`config.mk`:
```
export PLATFORM = sky130hd
export DESIGN_NAME = sram_arbiter_flat
export DESIGN_NICKNAME = d
export VERILOG_FILES = /design/src/rtl/sram_arbiter_pkg.sv /design/src/rtl/sram_arbiter_if.sv /design/src/rtl/sram_arbiter.sv /design/src/flat_wrapper.sv
export SDC_FILE = /design/constraint.sdc
export NUM_CORES = 1
export LEC_CHECK = 0
export ABC_CLOCK_PERIOD_IN_PS = 1900
export CAP_MARGIN = 20
export CORE_MARGIN = 2
export CORE_UTILIZATION = 38
export DETAILED_ROUTE_END_ITERATION = 10
export GPL_TIMING_DRIVEN = 0
export PLACE_DENSITY = 0.82
export RECOVER_POWER = 25
export SLEW_MARGIN = 10
export SYNTH_ARGS = -nofsm -noshare
export SYNTH_HDL_FRONTEND = slang
export SYNTH_SLANG_ARGS = --single-unit
```
`constraint.sdc`:
```
create_clock -name clk_chipset -period 1.9 [get_ports clk_chipset]
set_clock_uncertainty 0.1 [all_clocks]
set_input_delay 0.475 -clock clk_chipset [delete_from_list [all_inputs] [get_ports clk_chipset]]
set_output_delay 0.475 -clock clk_chipset [all_outputs]
set_load 0.01 [all_outputs]
```
`src/rtl/sram_arbiter_pkg.sv`:
```
// rtl/sram_arbiter_pkg.sv - shared types and constants for the SRAM arbiter
package sram_arbiter_pkg;

    localparam int SRAM_ADDR_W = 21;
    localparam int SRAM_DATA_W = 8;
    localparam logic [SRAM_DATA_W-1:0] SRAM_OOR_DATA = 8'hFF;

    typedef enum logic [2:0] {
        ST_IDLE,
        ST_RD_WAIT,
        ST_WR_SETUP,
        ST_WR_PULSE,
        ST_WR_HOLD
    } state_e;

    typedef enum logic {
        PORT_A = 1'b0,
        PORT_B = 1'b1
    } port_e;

endpackage

```
`src/rtl/sram_arbiter_if.sv`:
```
// rtl/sram_arbiter_if.sv - requester ports and SRAM pin bundle for the arbiter
interface sram_arbiter_if;
    import sram_arbiter_pkg::*;

    logic                   a_req;
    logic                   a_we;
    logic [SRAM_ADDR_W-1:0] a_addr;
    logic [SRAM_DATA_W-1:0] a_wdata;
    logic                   a_ack;
    logic [SRAM_DATA_W-1:0] a_rdata;
    logic                   b_req;
    logic [SRAM_ADDR_W-1:0] b_addr;
    logic                   b_ack;
    logic [SRAM_DATA_W-1:0] b_rdata;
    logic [SRAM_ADDR_W-1:0] sram_addr;
    logic [SRAM_DATA_W-1:0] sram_dq_out;
    logic                   sram_dq_oe;
    logic [SRAM_DATA_W-1:0] sram_dq_in;
    logic                   sram_we_n;

    modport slave (
        input  a_req, a_we, a_addr, a_wdata, b_req, b_addr, sram_dq_in,
        output a_ack, a_rdata, b_ack, b_rdata,
        output sram_addr, sram_dq_out, sram_dq_oe, sram_we_n
    );

    modport master (
        output a_req, a_we, a_addr, a_wdata, b_req, b_addr, sram_dq_in,
        input  a_ack, a_rdata, b_ack, b_rdata,
        input  sram_addr, sram_dq_out, sram_dq_oe, sram_we_n
    );

endinterface

```
`src/rtl/sram_arbiter.sv`:
```
// rtl/sram_arbiter.sv - round-robin two-port arbiter and fixed-timing engine for async SRAM
module sram_arbiter
    import sram_arbiter_pkg::*;
#(
    parameter int READ_CYCLES = 2,
    parameter int WE_CYCLES   = 1
) (
    input  logic          clk_chipset,
    input  logic          reset,
    sram_arbiter_if.slave bus
);

    localparam int CNT_MAX = (READ_CYCLES > WE_CYCLES) ? READ_CYCLES : WE_CYCLES;
    localparam int CNT_W   = $clog2(CNT_MAX + 1);

    state_e                 state_q, state_d;
    logic [CNT_W-1:0]       cnt_q, cnt_d;
    port_e                  grant_q, grant_d;
    port_e                  last_q, last_d;
    logic                   oor_q, oor_d;
    logic                   wr_q, wr_d;
    logic [SRAM_ADDR_W-1:0] addr_q, addr_d;
    logic [SRAM_DATA_W-1:0] dq_out_q, dq_out_d;
    logic                   dq_oe_q, dq_oe_d;
    logic                   we_n_q, we_n_d;
    logic                   a_ack_q, a_ack_d;
    logic                   b_ack_q, b_ack_d;
    logic [SRAM_DATA_W-1:0] a_rdata_q, a_rdata_d;
    logic [SRAM_DATA_W-1:0] b_rdata_q, b_rdata_d;

    logic                   a_pend, b_pend;
    port_e                  pick;
    logic [SRAM_ADDR_W-1:0] sel_addr;
    logic                   sel_we;
    logic [SRAM_DATA_W-1:0] rd_byte;

    // A port still showing its ack this cycle has not yet dropped req, so it is masked.
    assign a_pend   = bus.a_req & ~a_ack_q;
    assign b_pend   = bus.b_req & ~b_ack_q;
    assign pick     = (a_pend && b_pend) ? ((last_q == PORT_A) ? PORT_B : PORT_A)
                                         : (a_pend ? PORT_A : PORT_B);
    assign sel_addr = (pick == PORT_A) ? bus.a_addr : bus.b_addr;
    assign sel_we   = (pick == PORT_A) & bus.a_we;
    assign rd_byte  = oor_q ? SRAM_OOR_DATA : bus.sram_dq_in;

    always_ff @(posedge clk_chipset) begin
        if (reset) begin
            state_q   <= ST_IDLE;
            cnt_q     <= '0;
            grant_q   <= PORT_A;
            last_q    <= PORT_A;
            oor_q     <= 1'b0;
            wr_q      <= 1'b0;
            addr_q    <= '0;
            dq_out_q  <= '0;
            dq_oe_q   <= 1'b0;
            we_n_q    <= 1'b1;
            a_ack_q   <= 1'b0;
            b_ack_q   <= 1'b0;
            a_rdata_q <= '0;
            b_rdata_q <= '0;
        end else begin
            state_q   <= state_d;
            cnt_q     <= cnt_d;
            grant_q   <= grant_d;
            last_q    <= last_d;
            oor_q     <= oor_d;
            wr_q      <= wr_d;
            addr_q    <= addr_d;
            dq_out_q  <= dq_out_d;
            dq_oe_q   <= dq_oe_d;
            we_n_q    <= we_n_d;
            a_ack_q   <= a_ack_d;
            b_ack_q   <= b_ack_d;
            a_rdata_q <= a_rdata_d;
            b_rdata_q <= b_rdata_d;
        end
    end

    always_comb begin
        state_d   = state_q;
        cnt_d     = cnt_q;
        grant_d   = grant_q;
        last_d    = last_q;
        oor_d     = oor_q;
        wr_d      = wr_q;
        addr_d    = addr_q;
        dq_out_d  = dq_out_q;
        dq_oe_d   = dq_oe_q;
        we_n_d    = we_n_q;
        a_ack_d   = 1'b0;
        b_ack_d   = 1'b0;
        a_rdata_d = a_rdata_q;
        b_rdata_d = b_rdata_q;

        unique case (state_q)
            ST_IDLE: begin
                dq_oe_d = 1'b0;
                if (a_pend || b_pend) begin
                    grant_d = pick;
                    last_d  = pick;
                    wr_d    = sel_we;
                    cnt_d   = '0;
                    if (sel_addr[SRAM_ADDR_W-1]) begin
                        // Out of range: no SRAM cycle, just a one-edge turnaround through RD_WAIT.
                        oor_d   = 1'b1;
                        state_d = ST_RD_WAIT;
                    end else begin
                        oor_d  = 1'b0;
                        addr_d = sel_addr;
                        if (sel_we) begin
                            dq_out_d = bus.a_wdata;
                            dq_oe_d  = 1'b1;
                            state_d  = ST_WR_SETUP;
                        end else begin
                            state_d = ST_RD_WAIT;
                        end
                    end
                end
            end
            ST_RD_WAIT: begin
                cnt_d = cnt_q + CNT_W'(1);
                if (oor_q || cnt_q == CNT_W'(READ_CYCLES)) begin
                    if (grant_q == PORT_A) begin
                        a_ack_d = 1'b1;
                        if (!wr_q) a_rdata_d = rd_byte;
                    end else begin
                        b_ack_d   = 1'b1;
                        b_rdata_d = rd_byte;
                    end
                    state_d = ST_IDLE;
                end
            end
            ST_WR_SETUP: begin
                we_n_d  = 1'b0;
                cnt_d   = CNT_W'(1);
                state_d = ST_WR_PULSE;
            end
            ST_WR_PULSE: begin
                if (cnt_q == CNT_W'(WE_CYCLES)) begin
                    we_n_d  = 1'b1;
                    state_d = ST_WR_HOLD;
                end else begin
                    cnt_d = cnt_q + CNT_W'(1);
                end
            end
            ST_WR_HOLD: begin
                a_ack_d = 1'b1;
                state_d = ST_IDLE;
            end
            default: state_d = ST_IDLE;
        endcase
    end

    assign bus.a_ack       = a_ack_q;
    assign bus.b_ack       = b_ack_q;
    assign bus.a_rdata     = a_rdata_q;
    assign bus.b_rdata     = b_rdata_q;
    assign bus.sram_addr   = addr_q;
    assign bus.sram_dq_out = dq_out_q;
    assign bus.sram_dq_oe  = dq_oe_q;
    assign bus.sram_we_n   = we_n_q;

endmodule

```
`src/flat_wrapper.sv`:
```
// flat-port wrapper written by rule: the top's interface ports become plain ports
module sram_arbiter_flat import sram_arbiter_pkg::*;
#(
    parameter int READ_CYCLES = 2,
    parameter int WE_CYCLES   = 1
)
  (clk_chipset, reset, bus_a_req, bus_a_we, bus_a_addr, bus_a_wdata, bus_b_req, bus_b_addr, bus_sram_dq_in, bus_a_ack, bus_a_rdata, bus_b_ack, bus_b_rdata, bus_sram_addr, bus_sram_dq_out, bus_sram_dq_oe, bus_sram_we_n);
  sram_arbiter_if bus_i ();
  input  logic clk_chipset;
  input  logic reset;
  input wire logic [$bits(bus_i.a_req)-1:0] bus_a_req;
  input wire logic [$bits(bus_i.a_we)-1:0] bus_a_we;
  input wire logic [$bits(bus_i.a_addr)-1:0] bus_a_addr;
  input wire logic [$bits(bus_i.a_wdata)-1:0] bus_a_wdata;
  input wire logic [$bits(bus_i.b_req)-1:0] bus_b_req;
  input wire logic [$bits(bus_i.b_addr)-1:0] bus_b_addr;
  input wire logic [$bits(bus_i.sram_dq_in)-1:0] bus_sram_dq_in;
  output wire logic [$bits(bus_i.a_ack)-1:0] bus_a_ack;
  output wire logic [$bits(bus_i.a_rdata)-1:0] bus_a_rdata;
  output wire logic [$bits(bus_i.b_ack)-1:0] bus_b_ack;
  output wire logic [$bits(bus_i.b_rdata)-1:0] bus_b_rdata;
  output wire logic [$bits(bus_i.sram_addr)-1:0] bus_sram_addr;
  output wire logic [$bits(bus_i.sram_dq_out)-1:0] bus_sram_dq_out;
  output wire logic [$bits(bus_i.sram_dq_oe)-1:0] bus_sram_dq_oe;
  output wire logic [$bits(bus_i.sram_we_n)-1:0] bus_sram_we_n;
  assign bus_i.a_req = bus_a_req;
  assign bus_i.a_we = bus_a_we;
  assign bus_i.a_addr = bus_a_addr;
  assign bus_i.a_wdata = bus_a_wdata;
  assign bus_i.b_req = bus_b_req;
  assign bus_i.b_addr = bus_b_addr;
  assign bus_i.sram_dq_in = bus_sram_dq_in;
  assign bus_a_ack = bus_i.a_ack;
  assign bus_a_rdata = bus_i.a_rdata;
  assign bus_b_ack = bus_i.b_ack;
  assign bus_b_rdata = bus_i.b_rdata;
  assign bus_sram_addr = bus_i.sram_addr;
  assign bus_sram_dq_out = bus_i.sram_dq_out;
  assign bus_sram_dq_oe = bus_i.sram_dq_oe;
  assign bus_sram_we_n = bus_i.sram_we_n;
  sram_arbiter #(.READ_CYCLES(READ_CYCLES), .WE_CYCLES(WE_CYCLES)) u_core (.clk_chipset(clk_chipset), .reset(reset), .bus(bus_i));
endmodule
```
==> key figures, run 1 <==
Clock network
  • CTS tree: built
  • Deepest clock path buffer count: 2
  • Worst-path clk slew: 0.10 ns
  • Clock latency on the worst-skew pair: 0.31 ns
  • Total CTS buffers: 5
  • Root buf cell: clkbuf_8
  • # clock sinks: 56
  • H-tree depth: 2

Synthesis
  • Adder-cell share of the synthesized area: 0.9537%
  • Dominant cell type by area after synthesis: dfxtp_1
  • Yosys warning count: 0
  • Synthesized cell area: 2624 µm²
  • EDFF count, synth: 0
  • Syn Area/Cell: 8.805 µm²
  • Ys async rst share: 0%
  • Largest family of logic cells by synthesized area: simple AND/OR/NAND/NOR gates
  • Compound-Gate Fraction of Synth Area: 19.36%
  • Synthesized instance count: 298
  • Top post-synthesis cells by area: dfxtp_1, mux2i_1, a21o_1
  • Synth top cells by count: dfxtp_1, nor2_1, mux2i_1
  • Post-Syn Nets: 363
  • Yosys top cell area share: 42.73%
  • Yosys cell types: 38
  • Sequential fraction of the synthesis area: 42.73%
  • Synth Area in XOR/XNOR: 0%
  • Post-synthesis mux area share: 11.06%
  • Synth Flop Type: dfxtp_1
  • Post-Synth Simple-Gate Area: 20.08%
  • Most frequent cell after synthesis: dfxtp_1
  • #FFs+latches synth: 56

STA
  • Final hold viol count: 0
  • Hold Worst Slack: 0.3760 ns
  • Max Slew Vio Count: 0
  • Max Fclk: 547.9 MHz
  • Slew @ Worst Pin: 0.5547 ns
  • RSZ-0062 raised after global routing: false
  • Ratio of final minimum period to clock period: 96.05%
  • Slew HR: 63.02%
  • Final min period: 1.825 ns
  • Setup TNS: 0 ns
  • Final setup viols: 0

GRT
  • Number of global-route vias before repair: 2569
  • Largest net degree at the start of global routing: 19
  • Global-route wire length before repair: 11600 µm
  • Tot GR Track Use: 19.19%
  • Grt ovf: 0
  • Initial antenna violation count: 0

Power and ir drop
  • Leak Pwr: 1.646 nW
  • Max IR drop VDD: 0.3820 mV
  • Power Density: 672.2 nW/µm²

Final layout
  • # fillers: 602
  • Layout area overhead: 56.27%
  • Share of cells above drive strength 1: 11.37%
  • Number of diodes: 0
  • Finished Layout Cells: 502
  • Layout Nets: 486

Placement
  • Dpl cells: 487
  • HPWL after DPL: 5271 µm
  • Port buffer count: 109
  • Gpl congestion: 0.8329

Critical path
  • CP delay by family, top: buffers and inverters
  • Cell at the slowest stage of the critical path: clkdlybuf4s50_1
  • Max incr delay on CP: 0.56 ns
  • Worst Path Required: 1.32 ns
  • Critical path, cell by cell: clkdlybuf4s50_1
  • Setup CP Type: flip-flop to output pin
  • Critical Path Source: u_core.bus.b_ack
  • Critical path data arrival time: 1.25 ns
  • Worst r2r src: u_core.bus.b_ack
  • CP bufs+invs: 1
  • Startpoint Class: flip-flop
  • Critical path fanouts, max: 4
  • Worst Setup End Kind: output pin

Die
  • Die X-Extent: 87.10 µm
  • FP Rows: 30
  • Starting Density: 39.05%
  • DIE AREA: 7586 µm²
  • Die Height: 87.10 µm
  • Ports: 112
  • Core area: 6719 µm²

Detailed routing
  • DR WL/cell: 14.44 µm
  • Starting DRT DRC Count: 80
  • Routed Antenna Nets: 0
  • Routed wire length: 7249 µm
  • DR vias/cell: 5.082
  • DRC violations left: 0
  • Drt pass-1 iters: 4
  • Vias: 2551

Hold path
  • Hold path start: u_core.bus.sram_dq_oe
  • Hold WC Path Type: flip-flop to flip-flop

Run status
  • Status: complete, no violations

Job
  • Max Cap Viol: 0
==> sequential cells by signal (all words and copies together) (netlist names) <==
register and flops:
u_core.bus.sram_addr 20, u_core.bus.a_rdata 8, u_core.bus.b_rdata 8, u_core.bus.sram_dq_out 8, u_core.state_q 3, u_core.cnt_q 2, u_core.bus.a_ack 1, u_core.bus.b_ack 1
u_core.bus.sram_dq_oe 1, u_core.bus.sram_we_n 1, u_core.grant_q 1, u_core.oor_q 1, u_core.wr_q 1
==> logic make-up (layout without fill, tap and decap cells) <==
kind of cell / count (synthesis) / after routing
flops: 56 / 56
compound gates: 75 / 75
other cells: 1 / 1
buf+inv: 32 / 156
simple gates: 103 / 103
mux: 29 / 29
fa+ha+maj: 2 / 2
==> metal layers <==
layer  up-vias  GRT usage, %  routed length, µm
li1       1292             -                  -
met1      1180         22.79               3123
met2        73         34.98               3635
met3         6         3.507                416
met4         0         5.734                 73
met5         -             0                  0
==> worst paths after layout <==
check,slack (ns),cells past startpoint,end
setup / recovery,0.07,1,bus_b_ack
hold / removal,0.38,2,u_core.bus.sram_dq_oe
setup reg to reg,0.09,6,u_core.bus.sram_addr[10]
hold reg to reg,0.38,2,u_core.bus.sram_dq_oe
==> through the flow <==
stage	setup WS [ns]	power, W	area (µm²)	util, %
floorplan	-0.05694	0.001697	2634	-
global placement	-0.6503	0.002021	3825	56.93
detailed placement	-0.6878	0.002037	3825	56.93
CTS	0.01192	0.002780	4044	60.19
global route	0.0009108	0.002908	4100	61.02
finish	0.07497	0.002756	4100	61.02
==> what timing repair did <==
action	4_1_cts	5_1_grt
gates cloned	1	0
setup endpoints to repair	47	44
resized for setup	20	18
pin swaps	5	2
hold buffers	0	0
setup buffers	8	2
==> cell type report <==
type | count | area (µm²) | share of cell area [%]
buffer | 23 | 141.4 | 3.448
clock buffer | 5 | 68.82 | 1.678
clock inverter | 3 | 22.52 | 0.5493
inverter | 5 | 18.77 | 0.4577
multi-input combinational | 210 | 1406 | 34.30
sequential | 56 | 1130 | 27.56
tap | 80 | 100.1 | 2.441
timing repair buffer | 120 | 1212 | 29.57
==> cells in the final DEF, fill, tap and decap left out, types with 3 or more instances in the layout <==
cell	instances
clkdlybuf4s50_1	107
dfxtp_1	51
nor2_1	36
mux2i_1	29
nand2b_1	22
nand3_1	21
o21ai_0	20
a21o_1	20
a211oi_1	18
clkbuf_1	10
buf_4	9
a21oi_1	7
clkbuf_8	6
nand2_1	6
inv_1	5
clkbuf_2	5
nor3_1	4
dfxtp_2	4
buf_12	3
==> power by group <==
| part | internal (W) | total (W) | switching [W] |
|---|---|---|---|
| sequential | 0.00125 | 0.00130 | 0.0000509 |
| clock | 0.000265 | 0.000666 | 0.000401 |
| combinational | 0.000446 | 0.000787 | 0.000340 |
Note: power is estimated with default switching activity, not from simulation.
==> run 2: changes to the inputs <==
- PLACE_DENSITY: 0.82 -> 0.87
- SLEW_MARGIN: 10 -> 0
==> run 2 against run 1 <==
Hold slack about the same. Die area is the same. Non-clock buffer count increased by 6. Wire length is 5.2% higher. Cell area about the same. Global-route usage increased by 0.63 points. Flip-flop and latch count is the same. Total power rose by 0.25%. Clock power rose by 1%. First-iteration DRC count grew 54%. Core utilization grew 0.056 points. Critical path type is now flip-flop to flip-flop. Critical endpoint is now u_core.bus.sram_addr[17]. Largest power group unchanged. Highest routed layer unchanged.
==> key figures, run 2 (synthesis results as in run 1) <==
Run status
  • Status: complete, no violations

Clock network
  • Root buf cell: clkbuf_8
  • Worst-path clk slew: 0.09 ns (about the same)
  • Deepest clock path buffer count: 2 (unchanged)
  • # clock sinks: 56 (unchanged)
  • CTS tree: built
  • H-tree depth: 2 (unchanged)
  • Clock latency on the worst-skew pair: 0.31 ns (about the same)
  • Total CTS buffers: 5 (unchanged)

Detailed routing
  • DR WL/cell: 15.01 µm (+3.9%)
  • Starting DRT DRC Count: 123 (+54%)
  • Vias: 2633 (+3.2%)
  • DR vias/cell: 5.183 (+2.0%)
  • DRC violations left: 0 (unchanged)
  • Routed Antenna Nets: 0 (unchanged)
  • Drt pass-1 iters: 7 (+3)
  • Routed wire length: 7623 µm (+5.2%)

Die
  • Die Height: 87.10 µm (unchanged)
  • FP Rows: 30 (unchanged)
  • Starting Density: 39.05% (unchanged)
  • DIE AREA: 7586 µm² (unchanged)
  • Ports: 112 (unchanged)
  • Core area: 6719 µm² (unchanged)
  • Die X-Extent: 87.10 µm (unchanged)

Critical path
  • Critical Path Source: u_core.state_q[2]
  • Stages on the worst setup path: 6 (+5)
  • RR Endpoint: u_core.bus.sram_addr[17]
  • Worst Path Required: 2.00 ns (+0.68 ns)
  • CP delay by family, top: compound AO/OA/AOI/OAI gates
  • Setup CP Type: flip-flop to flip-flop
  • Max incr delay on CP: 0.40 ns (-0.16 ns)
  • Startpoint Class: flip-flop
  • R2R cell count: 6 (unchanged)
  • FF-to-FF setup slack: 0.03 ns (-0.06 ns)
  • Critical path fanouts, max: 7 (+3)
  • Critical Path Sink: u_core.bus.sram_addr[17]
  • CP bufs+invs: 2 (+1)
  • Worst r2r src: u_core.state_q[2]
  • Critical path data arrival time: 1.97 ns (+0.72 ns)
  • Critical path, cell by cell: or3_4 -> o21bai_4 -> a211o_1 -> buf_6 -> clkbuf_16 -> mux2i_1
  • Worst Setup End Kind: flip-flop
  • Cell at the slowest stage of the critical path: or3_4

GRT
  • Global-route wire length before repair: 12090 µm (+4.2%)
  • Largest net degree at the start of global routing: 17 (-2)
  • Tot GR Track Use: 19.82% (+0.63 points)
  • Number of global-route vias before repair: 2621 (+2.0%)
  • Initial antenna violation count: 0 (unchanged)
  • Grt ovf: 0 (unchanged)

Placement
  • HPWL after DPL: 5583 µm (+5.9%)
  • Dpl cell area: 3825 µm² (unchanged)
  • Port buffer count: 109 (unchanged)
  • Dpl cells: 487 (unchanged)
  • Gpl congestion: 0.8251 (-0.94%)

Power and ir drop
  • Sw frac: 27.83% (-0.91 points)
  • Max IR drop VDD: 0.3053 mV (-20%)
  • Switching power: 0.0007688 W (-2.9%)
  • Leak Pwr: 1.659 nW (+0.77%)
  • Pint: 0.001994 W (+1.5%)
  • Clock Power Share: 24.3% (about the same)
  • Combinational power share: 28.4% (about the same)
  • Register share of total power: 47.3% (about the same)
  • Power Density: 673.2 nW/µm² (+0.16%)
  • Total power: 0.002763 W (+0.25%)

Final layout
  • Reg area: 1131 µm² (+0.11%)
  • Most frequent cells in the layout: clkdlybuf4s50_1, dfxtp_1, nor2_1, mux2i_1, nand2b_1
  • Layout area overhead: 56.41% (about the same)
  • Largest register FFs: 20 (unchanged)
  • # fillers: 564 (-6.3%)
  • Layout Nets: 492 (+1.2%)
  • Share of cells above drive strength 1: 10.51% (-0.86 points)
  • Area of the multi-input gates: 1386 µm² (-1.4%)
  • Number of diodes: 0 (unchanged)
  • Cell area after layout: 4104 µm² (about the same)
  • Finished Layout Cells: 508 (+1.2%)
  • Commonest non-fill, non-tap cell in the layout: clkdlybuf4s50_1

STA
  • Final hold viol count: 0 (unchanged)
  • Slew @ Worst Pin: 0.6593 ns (+0.1046 ns)
  • Setup TNS: 0 ns (unchanged)
  • Final setup viols: 0 (unchanged)
  • Max Fclk: 534.9 MHz (-2.4%)
  • Final min period: 1.869 ns (+0.04441 ns)
  • Max Slew Vio Count: 0 (unchanged)
  • Ratio of final minimum period to clock period: 98.39% (+2.3 points)
  • Slew HR: 55.47% (-7.5 points)
  • RSZ-0062 raised after global routing: true

Job
  • Max Cap Viol: 0 (unchanged)

Hold path
  • Hold WC Path Type: flip-flop to flip-flop
  • Hold path start: u_core.bus.sram_dq_oe
## run 2: cell type report
type                    count  share of cell area [%]
plain buffers              24                   3.262
repair buffers            125                   30.21
inverters                   5                  0.4573
multi-input cells         210                   33.78
well taps                  80                   2.439
clock inverters             1                  0.1829
clock buffers               7                   2.104
flip-flops and latches     56                   27.56
## run 2: timing repair
| item | in CTS | in global routing |
|---|---|---|
| buffers inserted | 6 | 9 |
| gates resized for setup | 13 | 10 |
| setup endpoints to repair | 50 | 33 |
| cloned | 0 | 1 |
| pin swaps | 1 | 4 |
| hold buffers | 0 | 0 |
## run 2: per-layer routing
metal,up-vias,GRT usage [%],part of all wire (%)
met5,-,0,0
met4,0,4.755,1.5
met3,11,3.886,5.2
met2,84,35.32,50
met1,1244,24.56,44
li1,1294,-,-
## run 2: power groups by stage
stage                     Clock [W]  Sequential [W]  Combinational, W
after floorplan                   0         0.00135          0.000350
after global placement            0         0.00132          0.000696
after detailed placement          0         0.00132          0.000713
after CTS                  0.000697         0.00130          0.000756
after global routing       0.000740         0.00131          0.000849
final                      0.000673         0.00131          0.000784
## run 2: worst min-delay path by stage
| stage | slack, ns | cells past startpoint | end |
|---|---|---|---|
| finish | 0.38 | 2 | u_core.bus.sram_dq_oe |
| CTS | 0.38 | 2 | u_core.cnt_q[1] |
| floorplan | 0.35 | 2 | u_core.cnt_q[1] |
| global placement | 0.35 | 2 | u_core.bus.sram_dq_oe |
| detailed placement | 0.36 | 2 | u_core.cnt_q[1] |
| global route | 0.39 | 2 | u_core.bus.sram_addr[19] |
## run 2: stage by stage
step | util (%) | setup WS [ns] | hold WS (ns)
finish | 61.08 | 0.03056 | 0.3762
detailed placement | 56.93 | -0.7002 | 0.3637
global placement | 56.93 | -0.6695 | 0.3479
floorplan | - | -0.05694 | 0.3486
global route | 61.08 | -0.01562 | 0.3919
CTS | 59.68 | 0.007480 | 0.3770
## run 2: tightest hold or removal path, stage by stage (launching register included)
cell	delay (ns)
dfxtp_1	0.32
nand2_1	0.06
a21oi_1	0.06
